`config.mk`:
```
export PLATFORM = sky130hd
export DESIGN_NAME = fetch_stage
export DESIGN_NICKNAME = d
export VERILOG_FILES = /design/src/rtl/fetch_stage.sv
export SDC_FILE = /design/constraint.sdc
export NUM_CORES = 1
export LEC_CHECK = 0
export ABC_CLOCK_PERIOD_IN_PS = 4400
export CAP_MARGIN = 20
export CORE_MARGIN = 3
export CORE_UTILIZATION = 40
export CTS_CLUSTER_DIAMETER = 60
export DETAILED_ROUTE_END_ITERATION = 6
export DONT_BUFFER_PORTS = 1
export GPL_TIMING_DRIVEN = 0
export PLACE_DENSITY = 0.57
export SYNTH_ARGS = -nofsm -noshare
export SYNTH_HDL_FRONTEND = slang
export SYNTH_SLANG_ARGS = --single-unit
```
`constraint.sdc`:
```
create_clock -name clk -period 4.4 [get_ports clk]
set_input_delay 0.88 -clock clk [delete_from_list [all_inputs] [get_ports clk]]
set_output_delay 0.88 -clock clk [all_outputs]
set_load 0.005 [all_outputs]
```
`src/rtl/fetch_stage.sv`:
```
// Instruction-fetch stage: owns the PC, issues one outstanding request at a time
// on the instruction bus and buffers returned words in a small FIFO for decode.
// A redirect flushes the buffer and restarts fetch. A response that was already
// requested when the redirect arrived is drained and dropped.
module fetch_stage #(
    parameter logic [31:0] RESET_PC   = 32'hbfc0_0000,
    parameter int          FIFO_DEPTH = 2
) (
    input  logic        clk,
    input  logic        resetn,
    output logic        ireq_valid,
    output logic [31:0] ireq_addr,
    input  logic        iresp_addr_ok,
    input  logic        iresp_data_ok,
    input  logic [31:0] iresp_data,
    input  logic        redirect_valid,
    input  logic [31:0] redirect_pc,
    output logic        out_valid,
    input  logic        out_ready,
    output logic [31:0] out_instr,
    output logic [31:0] out_pc,
    output logic [31:0] out_pcplus4,
    output logic        out_exc_adel
);

    localparam int AW = (FIFO_DEPTH > 1) ? $clog2(FIFO_DEPTH) : 1;
    localparam int CW = AW + 1;
    localparam logic [CW-1:0] DEPTH_C = CW'(FIFO_DEPTH);

    typedef enum logic [2:0] {S_IDLE, S_REQ, S_WAIT, S_DISCARD, S_HALT} state_e;

    typedef struct packed {
        logic [31:0] instr;
        logic [31:0] pc;
        logic        adel;
    } entry_t;

    state_e         state_q, state_d;
    logic [31:0]    pc_q, pc_d;
    logic [31:0]    req_pc_q, req_pc_d;
    logic           stale_q, stale_d;
    entry_t         mem_q [FIFO_DEPTH];
    entry_t         mem_d [FIFO_DEPTH];
    logic [AW-1:0]  wr_ptr_q, wr_ptr_d, rd_ptr_q, rd_ptr_d;
    logic [CW-1:0]  count_q, count_d;

    logic           misaligned, pop, push, slot_idle, slot_wait;
    logic [CW-1:0]  cnt_after_pop;
    entry_t         push_entry, head;

    // Slot accounting: a request is only launched when the word it returns is
    // guaranteed a free entry, so the in-flight request always owns one slot.
    always_comb begin
        misaligned    = (pc_q[1:0] != 2'b00);
        pop           = (count_q != '0) && out_ready && !redirect_valid;
        cnt_after_pop = count_q - CW'(pop);
        slot_idle     = (cnt_after_pop < DEPTH_C);
        slot_wait     = ((cnt_after_pop + CW'(1)) < DEPTH_C);
    end

    // Next-state logic; redirect outranks every other transition.
    always_comb begin
        state_d = state_q;
        unique case (state_q)
            S_IDLE: begin
                // A misaligned PC also waits for a free entry to hold its exception.
                if (!redirect_valid && slot_idle)
                    state_d = misaligned ? S_HALT : S_REQ;
            end
            S_REQ: begin
                if (iresp_addr_ok)
                    state_d = (redirect_valid || stale_q) ? S_DISCARD : S_WAIT;
            end
            S_WAIT: begin
                if (iresp_data_ok) begin
                    if (!redirect_valid && slot_wait && !misaligned)
                        state_d = S_REQ;
                    else
                        state_d = S_IDLE;
                end else if (redirect_valid) begin
                    state_d = S_DISCARD;
                end
            end
            S_DISCARD: begin
                if (iresp_data_ok)
                    state_d = S_IDLE;
            end
            S_HALT: begin
                if (redirect_valid)
                    state_d = S_IDLE;
            end
            default: state_d = S_IDLE;
        endcase
    end

    // PC, request address, stale flag and FIFO bookkeeping.
    always_comb begin
        pc_d       = pc_q;
        req_pc_d   = req_pc_q;
        stale_d    = 1'b0;
        push       = 1'b0;
        push_entry = '0;
        mem_d      = mem_q;
        wr_ptr_d   = wr_ptr_q;
        rd_ptr_d   = rd_ptr_q;
        count_d    = count_q;

        if (redirect_valid)
            pc_d = redirect_pc;
        else if (state_q == S_REQ && iresp_addr_ok && !stale_q)
            pc_d = pc_q + 32'd4;

        if ((state_q == S_IDLE || state_q == S_WAIT) && state_d == S_REQ)
            req_pc_d = pc_q;

        // A request that cannot be withdrawn keeps its address but remembers
        // that its response belongs to the pre-redirect stream.
        if (state_q == S_REQ && !iresp_addr_ok)
            stale_d = stale_q || redirect_valid;

        if (!redirect_valid) begin
            if (state_q == S_IDLE && slot_idle && misaligned) begin
                push       = 1'b1;
                push_entry = '{instr: 32'd0, pc: pc_q, adel: 1'b1};
            end else if (state_q == S_WAIT && iresp_data_ok) begin
                push       = 1'b1;
                push_entry = '{instr: iresp_data, pc: req_pc_q, adel: 1'b0};
            end
        end

        if (redirect_valid) begin
            wr_ptr_d = '0;
            rd_ptr_d = '0;
            count_d  = '0;
        end else begin
            if (push) begin
                mem_d[wr_ptr_q] = push_entry;
                wr_ptr_d        = wr_ptr_q + AW'(1);
            end
            if (pop)
                rd_ptr_d = rd_ptr_q + AW'(1);
            count_d = cnt_after_pop + CW'(push);
        end
    end

    // State and datapath registers.
    always_ff @(posedge clk or negedge resetn) begin
        if (!resetn) begin
            state_q  <= S_IDLE;
            pc_q     <= RESET_PC;
            req_pc_q <= '0;
            stale_q  <= 1'b0;
            mem_q    <= '{default: '0};
            wr_ptr_q <= '0;
            rd_ptr_q <= '0;
            count_q  <= '0;
        end else begin
            state_q  <= state_d;
            pc_q     <= pc_d;
            req_pc_q <= req_pc_d;
            stale_q  <= stale_d;
            mem_q    <= mem_d;
            wr_ptr_q <= wr_ptr_d;
            rd_ptr_q <= rd_ptr_d;
            count_q  <= count_d;
        end
    end

    // Bus request and decode-side outputs; decode fields read zero when empty.
    always_comb begin
        ireq_valid   = (state_q == S_REQ);
        ireq_addr    = req_pc_q;
        head         = mem_q[rd_ptr_q];
        out_valid    = (count_q != '0);
        out_instr    = '0;
        out_pc       = '0;
        out_pcplus4  = '0;
        out_exc_adel = 1'b0;
        if (out_valid) begin
            out_instr    = head.instr;
            out_pc       = head.pc;
            out_pcplus4  = head.pc + 32'd4;
            out_exc_adel = head.adel;
        end
    end

endmodule

```
==> results of run 1 <==
## worst register-to-register path: cells and delay by family, from the launching register on
family	cells	cell delay [ns]
simple gates	4	0.98
fa+ha+maj	1	0.22
compound gates	2	0.81
flops	1	0.40
buf+inv	4	1.44
xor+xnor	1	0.20
## cells by family (layout without fill, tap and decap cells)
| logic type | Yosys count | in the layout | share of synthesized area, % |
|---|---|---|---|
| AO/OA/AOI/OAI | 176 | 176 | 12.44 |
| flip-flops | 202 | 202 | 48.21 |
| buffers and inverters | 93 | 138 | 3.810 |
| multiplexers | 106 | 106 | 10.60 |
| adder cells (fa/ha/maj) | 4 | 4 | 0.4763 |
| XOR/XNOR | 45 | 45 | 3.751 |
| AND/OR/NAND/NOR | 472 | 472 | 20.71 |
## power by group through the flow
stage          Combinational (mW)  Sequential (mW)  Clock [mW]
6_report                     2.72             2.94        2.09
4_1_cts                      2.72             2.94        2.14
3_5_place_dp                 2.68             2.97           0
5_1_grt                      3.00             3.02        2.22
2_1_floorplan                1.96             2.78           0
3_3_place_gp                 2.64             2.95           0
## per-layer routing
layer | track usage, % | routed length, um
met3 | 5.471 | 2312
met5 | 0 | 27
met2 | 34.66 | 14280
met4 | 4.625 | 590
met1 | 31.39 | 14540
## what timing repair did
| action | 4_1_cts | 5_1_grt |
|---|---|---|
| setup endpoints to repair | 22 | 75 |
| gates cloned | 0 | 0 |
| hold endpoints to repair | 0 | 0 |
| gates resized for setup | 10 | 4 |
| pin swaps | 2 | 1 |
| setup buffers | 2 | 0 |
## through the flow
| stage | util, % | area (um2) |
|---|---|---|
| after floorplan | - | 10510 |
| after global placement | 42.87 | 10920 |
| after detailed placement | 42.91 | 10930 |
| after CTS | 46.43 | 11830 |
| after global routing | 46.46 | 11830 |
| final | 46.46 | 11830 |
## layout make-up
| class | count | area (um2) | share of cell area [%] |
|---|---|---|---|
| Tap cell | 330 | 412.9 | 3.489 |
| Clock buffer | 32 | 711.9 | 6.016 |
| Buffer | 81 | 374.1 | 3.161 |
| Clock inverter | 10 | 131.4 | 1.110 |
| Multi-Input combinational cell | 803 | 5066 | 42.81 |
| Inverter | 12 | 45.04 | 0.3806 |
| Sequential cell | 202 | 5067 | 42.82 |
| Timing Repair Buffer | 3 | 25.02 | 0.2115 |
## sequential cells by signal, summed over array words and instances, names as in the netlist
signal and cells:
wr_ptr_q 1, state_q 3, stale_q 1, mem_q 130
pc_q 32, rd_ptr_q 1, ireq_addr 32, count_q 2
## placed cells by master (no fill, tap or decap), drive strengths merged, types with 3 or more instances in the layout
cell	netlist	routed
a22oi	6	6
clkinv	2	8
mux2i	64	64
mux2	42	42
and2	10	10
inv	10	10
clkbuf	54	85
a21oi	9	9
buf	27	30
xnor2	26	26
o31ai	14	14
nand3b	10	10
and3	4	4
dfstp	9	9
nand4b	3	3
nor2	96	96
dfrtp	193	193
nor4	8	8
ha	4	4
a22o	87	87
nand3	54	54
nand4	21	21
nand2	229	229
or4	3	3
o21ai	46	46
xor2	19	19
nor3	22	22
bufinv	0	3
## path summary, 6_finish.rpt
path	from	end	slack, ns	cells past startpoint
max in group asynchronous	resetn	mem_q[85]	3.91	0
worst max register to register	count_q[1]	mem_q[29]	0.29	12
worst max-delay path	rd_ptr_q	out_pcplus4[28]	0.17	11
worst min register to register	mem_q[125]	mem_q[125]	0.46	2
min in group clk	iresp_addr_ok	stale_q	0.44	1
worst min-delay path	resetn	pc_q[12]	0.07	0
==> impl_metrics.yaml, run 1 <==
timing:
  fmax_mhz: 236.6
  rsz0062_at_grt: "no"
  min_period_ns: 4.226
  finalSetupTns_ns: 0
  max-slew-margin-rel_pct: 34.70
  setup_viol: 0
  hold_violations: 0
  drv_slew: 0
  clock_skew_ns: 0.01321
  fin_crit_sh_pct: 96.06
  worst_pin_slew_ns: 0.9795
  hold-worst-slack_ns: 0.07462
  setup_slack_ns: 0.1736
cts:
  clock_sinks: 202
  cts-root-buf: "clkbuf_16"
  clockBufferDepth: 3
  clock_latency_ns: 0.52
  cts_tree: "yes"
  cts_hold_buf: 0
  htree_levels: 1
  path_clk_slew_ns: 0.05
  numCtsBuffers: 25
floorplanning:
  die_area_mm2: 0.02825
  die_w_um: 168.1
  start_util_pct: 41.25
  die_h_um: 168.1
  coreArea_mm2: 0.02547
  rows: 58
  pin_count: 201
worst_setup_path:
  path_max_fanout: 10
  critPathMostFrequentCell: "buf_4"
  critical_path_arrival_ns: 3.35
  crit_type: "reg2out"
  slowest_stage: "dfrtp_2"
  crit_path_max_incr_delay_ns: 0.42
  path_buf_inv: 5
  cp-start-kind: "register"
  cp-end-kind: "output pin"
  crit_family: "buffers and inverters"
  crit_chain: "buf_4 > buf_4 > buf_6 > mux2_2 > ha_1 > inv_1 > a211oi_4 > nand4_1 > buf_4 > o31ai_1 > o41ai_1"
  required_ns: 3.52
min_path:
  worstHoldPathType: "in2async"
pwr:
  peakVddDrop_uv: 270.3
  p_seq_share_pct: 38.0
  switching_share_pct: 38.85
  netSwitchingPower_mw: 3.011
  power.density_mw_per_mm2: 655.0
  finalPower_mw: 7.751
  cellInternalPower_mw: 4.740
  power_frac_clock_pct: 27.0
  p_leak_nw: 5.076
  p_comb_share_pct: 35.0
grt:
  grt_max_degree: 203
  grt_pass1_wl_um: 49560
  track_usage_pct: 22.12
  grt_overflow: 0
  grt_pass1_vias: 8262
  antenna_found_initial: 2
synthesis:
  synth.top_cell.area_share_pct: 45.96
  syn_area_mm2: 0.01051
  synth_most_common_cell: "nand2_1"
  synthCells: 1098
  synth_area_leaders: "dfrtp_1 46%, nand2_1 8.2%, a22o_1 7.3%"
  async_flop_share_pct: 100.0
  synth_ff_type: "dfrtp_1"
  yosysTopAreaCell: "dfrtp_1"
  ys.warnings.count: 0
  synth-seq-cells: 202
  synth-edff-count: 0
  synth_common_cells: "229 x nand2_1, 193 x dfrtp_1, 96 x nor2_1, 87 x a22o_1, 64 x mux2i_1"
  ys_seq_area_share_pct: 48.21
  syn-num-nets: 1172
  yosysUniqueCellTypes: 51
  syn_area_per_cell_um2: 9.570
layout:
  nFillCells: 2472
  final_cell_count_no_fill: 1473
  nets: 1202
  flow.area_growth_from_synthesis_pct: 12.62
  final_layout_size_suffix_gt1_share_pct: 12.25
  diodes: 0
route:
  post_drt_via_cell_ratio: 5.591
  final_antenna_net_count: 0
  drtIter0Drc: 626
  wirelength_um: 31750
  routedWlPerCell_um: 21.55
  vias: 8236
  drt-pass1-iter-count: 5
  drc: 0
placement:
  post-place-ws_ns: -0.2730
  place.gp.congestion: 0.8010
  dp_cells: 1429
  hpwlAfterDp_um: 23360
  io_buffers: 0
status:
  outcome: "finished clean"
job:
  drv_cap: 0
No activity file was read; power rests on OpenSTA's default activity.
==> run 2, diff against run 1 <==
--- a/config.mk
+++ b/config.mk
@@ -17,3 +17,4 @@
 export SYNTH_ARGS = -nofsm -noshare
 export SYNTH_HDL_FRONTEND = slang
 export SYNTH_SLANG_ARGS = --single-unit
+export TNS_END_PERCENT = 1
==> impl_metrics.yaml, run 2 (synthesis results as in run 1) <==
status:
  outcome: "finished clean"
worst_setup_path:
  slowest_stage: "dfrtp_1"
  required_ns: 3.52
  crit_type: "reg2out"
  critical_path_arrival_ns: 3.48
  reg2reg_depth: 12
  cp-end-kind: "output pin"
  path_max_fanout: 10
  crit_chain: "buf_4 > buf_4 > buf_6 > mux2_2 > ha_1 > inv_1 > a211oi_4 > nand4_1 > buf_4 > o31ai_1 > o41ai_1"
  reg2reg_from: "count_q[1]"
  cp-start-kind: "register"
  r2r-end: "mem_q[29]"
  crit_path_max_incr_delay_ns: 0.45
  critPathMostFrequentCell: "buf_4"
  rrSetupSlack_ns: 0.32
timing:
  worst_pin_slew_ns: 0.9724
  finalSetupTns_ns: 0
  fin_crit_sh_pct: 99.00
  max-slew-margin-rel_pct: 35.17
  setup_viol: 0
  setup_slack_ns: 0.04394
  drv_slew: 0
  rsz0062_at_grt: "yes"
  clock_skew_ns: 0.01510
  hold_violations: 0
  min_period_ns: 4.356
  fmax_mhz: 229.6
route:
  drt-pass1-iter-count: 5
  routedWlPerCell_um: 21.52
  wirelength_um: 31680
  post_drt_via_cell_ratio: 5.628
  vias: 8285
  drc: 0
  drtIter0Drc: 667
  final_antenna_net_count: 0
floorplanning:
  start_util_pct: 41.25
  die_area_mm2: 0.02825
  rows: 58
  pin_count: 201
  die_h_um: 168.1
  die_w_um: 168.1
  coreArea_mm2: 0.02547
layout:
  final_cell_area_mm2: 0.01183
  regMostFlops: "mem_q"
  final_cell_mix: "229 x nand2_1, 193 x dfrtp_1, 95 x nor2_1"
  nets: 1201
  final_layout_size_suffix_gt1_share_pct: 12.08
  diodes: 0
  final_cell_count_no_fill: 1472
  largest_register_ffs: 130
  layout_commonest_cell: "nand2_1"
  flow.area_growth_from_synthesis_pct: 12.54
placement:
  placed_cell_area_mm2: 0.01093
  post-place-ws_ns: -0.2730
  place.gp.congestion: 0.8010
  dp_cells: 1429
  io_buffers: 0
  hpwlAfterDp_um: 23360
grt:
  grt_overflow: 0
  track_usage_pct: 22.12
  antenna_found_initial: 2
  grt_pass1_wl_um: 49560
  grt_max_degree: 203
  grt_pass1_vias: 8252
cts:
  numCtsBuffers: 25
  clock_sinks: 202
  cts_hold_buf: 0
  htree_levels: 1
  clock_latency_ns: 0.52
  path_clk_slew_ns: 0.05
  cts_tree: "yes"
  cts-root-buf: "clkbuf_16"
  clockBufferDepth: 3
min_path:
  worstHoldPathType: "in2async"
pwr:
  finalPower_mw: 7.747
  p_leak_nw: 5.072
  peakVddDrop_uv: 270.7
  power.density_mw_per_mm2: 655.2
job:
  drv_cap: 0
==> run 2: cell count changes in the layout (fill, tap and decap cells not counted) <==
cell	previous run	this run
buf_4	8	7
dfrtp_1	192	193
dfrtp_2	1	0
==> run 2: critical path, delay by kind of cell (launching register included) <==
kind | cells | cell delay, ns
fa+ha+maj | 1 | 0.26
simple gates | 1 | 0.24
flops | 1 | 0.45
compound gates | 3 | 0.71
buf+inv | 5 | 1.06
mux | 1 | 0.23
==> run 2: worst max-delay path by stage <==
stage          startpoint               to  cells after the start
6_report         rd_ptr_q  out_pcplus4[28]                     11
5_1_grt          rd_ptr_q  out_pcplus4[28]                     11
4_1_cts          rd_ptr_q  out_pcplus4[28]                     11
3_5_place_dp     rd_ptr_q  out_pcplus4[18]                     10
2_1_floorplan    rd_ptr_q  out_pcplus4[28]                     11
3_3_place_gp     rd_ptr_q  out_pcplus4[18]                     10
==> run 2: layout make-up <==
type	instances	area, um2
clock inverter	10	131.4
inverter	12	45.04
sequential	202	5066
timing repair buffer	2	17.52
tap	330	412.9
fill	2473	13650
clock buffer	32	711.9
multi-input combinational	803	5066
buffer	81	374.1
==> run 2: per-stage QoR <==
stage / util, % / hold WS [ns]
floorplan: - / 0.4380
global placement: 42.87 / 0.4491
detailed placement: 42.91 / 0.4554
CTS: 46.40 / 0.04280
global route: 46.42 / 0.04501
finish: 46.42 / 0.07531
==> run 2: where the power goes <==
group | internal [mW] | total [mW] | switching [mW]
sequential | 2.43 | 2.94 | 0.519
clock | 1.31 | 2.09 | 0.785
combinational | 1.01 | 2.71 | 1.71
total | 4.74 | 7.75 | 3.01
==> run 2: timing repair <==
item | CTS | global route
setup endpoints to repair | 22 | 77
resized for setup | 10 | 3
pin swaps | 1 | 0
buffers inserted | 1 | 0
gates cloned | 0 | 0
==> run 2: per-layer routing <==
layer	wire, um	vias up	global-route usage [%]	share of wire [%]
met3	2431	44	5.471	7.7
met2	14260	250	34.66	45
met1	14370	4077	31.39	45
li1	-	3910	-	-
met5	27	-	0	0.085
met4	594	4	4.625	1.9
